## src/rtl/mux4_rr_arbiter.sv

```systemverilog
// Round-robin arbiter and select sequencer for a shared 4:1 data mux.
// Define MUX4_ARB_BURST_LIMIT_EN to cap each owner's tenure at MAX_BURST cycles while others wait.
module mux4_rr_arbiter #(
    parameter int DW        = 8,
    parameter int MAX_BURST = 4
) (
    input  logic          clk,
    input  logic          rst_n,
    input  logic [3:0]    req,
    input  logic [DW-1:0] din0,
    input  logic [DW-1:0] din1,
    input  logic [DW-1:0] din2,
    input  logic [DW-1:0] din3,
    output logic [3:0]    gnt,
    output logic [1:0]    sel,
    output logic          vld,
    output logic [DW-1:0] dout
);

    typedef enum logic {
        IDLE,
        GRANT
    } state_t;

    state_t      state, state_nxt;
    logic [1:0]  ptr, ptr_nxt;
    logic [1:0]  sel_nxt;
    logic [3:0]  gnt_nxt;
    logic        vld_nxt;
    logic [3:0]  cand;
    logic        found;
    logic [1:0]  win;
    logic [1:0]  idx;
    logic        arb;

`ifdef MUX4_ARB_BURST_LIMIT_EN
    logic [7:0]  burst_cnt;
    logic        burst_hit;

    assign burst_hit = (burst_cnt == 8'(MAX_BURST));
`endif

    // Masking out the current owner lets one picker serve idle arbitration,
    // release handover and forced burst handover alike.
    always_comb begin
        cand  = req & ~gnt;
        found = 1'b0;
        win   = ptr;
        idx   = ptr;
        for (int k = 3; k >= 0; k--) begin
            idx = ptr + 2'(k);
            if (cand[idx]) begin
                found = 1'b1;
                win   = idx;
            end
        end
    end

    always_comb begin
        state_nxt = state;
        gnt_nxt   = gnt;
        sel_nxt   = sel;
        vld_nxt   = vld;
        ptr_nxt   = ptr;
        arb       = 1'b0;
        case (state)
            IDLE: begin
                if (found) arb = 1'b1;
            end
            GRANT: begin
                if (~|(req & gnt)) begin
                    if (found) begin
                        arb = 1'b1;
                    end else begin
                        gnt_nxt   = 4'b0000;
                        vld_nxt   = 1'b0;
                        state_nxt = IDLE;
                    end
                end
`ifdef MUX4_ARB_BURST_LIMIT_EN
                else if (burst_hit && found) begin
                    arb = 1'b1;
                end
`endif
            end
            default: state_nxt = IDLE;
        endcase
        if (arb) begin
            gnt_nxt   = 4'b0001 << win;
            sel_nxt   = win;
            vld_nxt   = 1'b1;
            ptr_nxt   = win + 2'd1;
            state_nxt = GRANT;
        end
    end

    always_ff @(posedge clk or negedge rst_n) begin
        if (!rst_n) begin
            state <= IDLE;
            gnt   <= 4'b0000;
            sel   <= 2'b00;
            vld   <= 1'b0;
            ptr   <= 2'b00;
        end else begin
            state <= state_nxt;
            gnt   <= gnt_nxt;
            sel   <= sel_nxt;
            vld   <= vld_nxt;
            ptr   <= ptr_nxt;
        end
    end

`ifdef MUX4_ARB_BURST_LIMIT_EN
    // Counts cycles of the current tenure; saturates so a lone owner keeps its grant.
    always_ff @(posedge clk or negedge rst_n) begin
        if (!rst_n) begin
            burst_cnt <= 8'd0;
        end else if (arb) begin
            burst_cnt <= 8'd1;
        end else if (state_nxt == IDLE) begin
            burst_cnt <= 8'd0;
        end else if (!burst_hit) begin
            burst_cnt <= burst_cnt + 8'd1;
        end
    end
`endif

    always_comb begin
        dout = '0;
        if (vld) begin
            case (sel)
                2'd0:    dout = din0;
                2'd1:    dout = din1;
                2'd2:    dout = din2;
                default: dout = din3;
            endcase
        end
    end

endmodule

```

## config.mk

```make
export PLATFORM = sky130hd
export DESIGN_NAME = mux4_rr_arbiter
export DESIGN_NICKNAME = d
export VERILOG_FILES = /design/src/rtl/mux4_rr_arbiter.sv
export SDC_FILE = /design/constraint.sdc
export NUM_CORES = 1
export LEC_CHECK = 0
export ABC_CLOCK_PERIOD_IN_PS = 2200
export CORE_MARGIN = 8
export CORE_UTILIZATION = 35
export CTS_CLUSTER_SIZE = 30
export DETAILED_ROUTE_END_ITERATION = 12
export PLACE_DENSITY = 0.85
export SLEW_MARGIN = 15
export SYNTH_ARGS = -nofsm -noshare
export SYNTH_HDL_FRONTEND = slang
export SYNTH_SLANG_ARGS = --single-unit
```

## constraint.sdc

```tcl
create_clock -name clk -period 2.2 [get_ports clk]
set_clock_uncertainty 0.1 [all_clocks]
set_input_delay 0.55 -clock clk [delete_from_list [all_inputs] [get_ports clk]]
set_output_delay 0.55 -clock clk [all_outputs]
set_load 0.02 [all_outputs]
```

==> flow_summary.yaml, run 1 <==
detailed_routing:
  ant_nets: 0
  wl_um: 2760
  wl_per_cell_um: 17.3
  drt_iter0_markers: 32
  drtPass1Iterations: 4
  viasPerCell: 5.25
  drc: 0
  vias: 835
synthesis:
  yosys_warnings: 0
  yosysSeqAreaShare_pct: 31.0
  synth-seq-cells: 10
  muxShareOfSynthArea_pct: 23.5
  yosysUniqueCellTypes: 27
  synth_top_family_by_area: "multiplexers"
  synthAdderAreaFrac_pct: 0
  syn_inst: 75
  synth-xor-area-share_pct: 1.08
  synthSimpleGateAreaFrac_pct: 21.7
  mappedNetlistArea_um2: 808
  syn-num-nets: 113
  synth.avg_cell_area_um2: 10.8
  synth_compound_area_share_pct: 20.1
floorplan:
  coreArea_um2: 2190
  die-area_um2: 4100
  core.rowCount: 17
  pin_count: 53
  start_util_pct: 36.9
  die_width_um: 64.1
  die_h_um: 64.1
grt:
  grt_pass1_vias: 929
  grt_pass1_wl_um: 4520
  overflow: 0
  grt_use_total_pct: 13.8
  grt_max_degree: 12
  antenna_found_initial: 0
timing:
  fin_ws_ns: -0.0383
  relSlewSlack_pct: 69.9
  slew_viol_final: 0
  tightest_slew_ns: 0.450
  rsz0062_at_grt: "yes"
  finalCritPeriodShare_pct: 102
  clock.fmax_mhz: 447
  final-hold-violation-count: 0
  whs_ns: 0.385
  finalSetupViolCount: 8
  layout_min_cycle_time_ns: 2.24
clock_network:
  h-tree-depth: 1
  cts_max_path_buffers: 2
  cts_hold_buf: 0
  clkSlewWorstSetupHoldPaths_ns: 0.07
  clock-sinks: 10
  cts_tree: "done"
  insertion_delay_ns: 0.27
  cts_root_buffer: "clkbuf_4"
  post_cts_buffers: 0
  cts_made_buffers: 3
worst_hold_path:
  hold_path_class: "flop to flop"
layout:
  nets: 170
  drive_above_1_share_pct: 29.0
  syn2layout_area_growth_pct: 74.9
  antenna_cells: 0
critical_path:
  crit_path_cell_trace: "buf_12 -> mux4_2 -> and2_4 -> buf_6"
  ff2ff_setup_slack_ns: 0.50
  cp_max_fo: 10
  slowest_delay_ns: 0.51
  required_ns: 1.55
  arrival_ns: 1.59
  cp-end-kind: "output port"
  slowest_stage: "mux4_2"
  critPathKind: "flop to output port"
  start_kind: "flop"
pwr:
  power_mw: 2.00
  p_per_area_nw_per_um2: 1410
  p_leak_nw: 0.639
  max-vdd-ir-drop_v: 0.000763
place:
  place_ws_ns: -0.603
  port_buffers: 52
  hpwl_um: 2370
  place_congestion: 0.782
outcome:
  outcome: "finished, violations left"
  violations: "setup timing"
flow_run:
  cap_violations: 0
==> stage by stage <==
step	std cells	TNS (ns)	util (%)	instance area, um2
3_5_place_dp	155	-4.78	63.2	1390
4_1_cts	159	-0.284	64.4	1410
3_3_place_gp	155	-4.35	63.2	1390
2_1_floorplan	75	0	-	808
5_1_grt	159	-0.628	64.5	1410
6_report	159	-0.148	64.5	1410
==> cells by family after synthesis <==
family	count (synthesis)
and+or+nand+nor	29
muxes	9
DFF	10
buffers and inverters	5
xor gates and xnor gates	1
AOI/OAI and AO/OA	21
==> registers in the layout, indices dropped and copies added (netlist names) <==
signal / flops
state: 1
ptr: 2
gnt: 4
vld: 1
sel: 2
==> what timing repair did <==
item | 4_1_cts | 5_1_grt
endpoints found under the hold margin | 0 | 0
cloned | 0 | 0
endpoints found under the setup margin | 8 | 10
resized for setup | 88 | 2
==> worst max-delay path, delay by kind of cell, from the launching register on <==
family	cells	cell delay [ns]
buffers and inverters	2	0.28
DFF	1	0.37
and+or+nand+nor	1	0.17
muxes	1	0.51
==> layout make-up <==
| type | count | area, um2 |
|---|---|---|
| Tap cell | 28 | 35.0 |
| Inverter | 2 | 7.51 |
| Fill cell | 182 | 777 |
| Clock buffer | 4 | 36.3 |
| Multi-Input combinational cell | 60 | 557 |
| Timing Repair Buffer | 55 | 526 |
| Sequential cell | 10 | 253 |
==> path summary, 6_finish.rpt <==
| path | start | end | cells after the start |
|---|---|---|---|
| hold reg to reg | state | vld | 1 |
| setup reg to reg | gnt[0] | gnt[0] | 6 |
| max in group asynchronous | rst_n | sel[1] | 1 |
| hold / removal | state | vld | 1 |
| setup / recovery | sel[0] | dout[0] | 4 |
| min in group asynchronous | rst_n | gnt[1] | 1 |
==> synthesized netlist by cell type, drive strengths merged <==
| library cell | n | share of area, % |
|---|---|---|
| nand3 | 1 | 0.62 |
| buf | 2 | 1.2 |
| a21oi | 1 | 0.62 |
| o21a | 2 | 1.9 |
| mux2i | 1 | 1.2 |
| a21o | 2 | 1.9 |
| xnor2 | 1 | 1.1 |
| a2bb2oi | 1 | 1.1 |
| nand2b | 5 | 6.0 |
| a221oi | 1 | 3.3 |
| dfrtp | 10 | 31 |
| a32o | 1 | 1.2 |
| and2 | 9 | 7.0 |
| o22ai | 2 | 1.5 |
| o21ai | 6 | 3.7 |
| a22o | 1 | 1.1 |
| nor2 | 3 | 1.4 |
| a22oi | 3 | 2.8 |
| nand4 | 1 | 0.77 |
| o22a | 1 | 1.1 |
| nand2 | 9 | 4.2 |
| inv | 2 | 0.93 |
| clkbuf | 1 | 0.46 |
| nor2b | 1 | 1.7 |
| mux4 | 8 | 22 |
==> power by group <==
| part | total [mW] | leakage [nW] | internal (mW) | switching, mW |
|---|---|---|---|---|
| clock | 0.163 | 0.0210 | 0.100 | 0.0627 |
| sequential | 0.402 | 0.117 | 0.266 | 0.136 |
| combinational | 1.43 | 0.501 | 0.800 | 0.631 |
| total | 2.00 | 0.639 | 1.17 | 0.829 |
==> layer usage <==
metal / up-vias / track usage, % / share of wire [%]
met3: 4 / 4.18 / 3.9
met1: 413 / 12.4 / 33
li1: 399 / - / -
met4: 0 / 3.62 / 2.5
met2: 19 / 28.4 / 61
met5: - / 0 / 0
==> layout by cell type, fill, tap and decap left out, drive strengths merged, types with 2 or more instances in the layout <==
cell	netlist	routed
clkdlybuf4s50	0	12
dfrtp	10	10
o22ai	2	2
nand2b	5	5
o21a	2	2
inv	2	2
clkbuf	1	4
a22oi	3	3
a21o	2	2
mux4	8	8
o21ai	6	6
nor2	3	3
nand2	9	9
buf	2	11
and2	9	9
dlygate4sd2	0	32
Power figures use the tool's default switching activity.
==> run 2, diff against run 1 <==
--- a/config.mk
+++ b/config.mk
@@ -6,6 +6,7 @@
 export NUM_CORES = 1
 export LEC_CHECK = 0
 export ABC_CLOCK_PERIOD_IN_PS = 2200
+export CAP_MARGIN = 20
 export CORE_MARGIN = 8
 export CORE_UTILIZATION = 35
 export CTS_CLUSTER_SIZE = 30
==> results of run 2 <==
The final DEF is identical to that of run 1; final timing and power are the same.
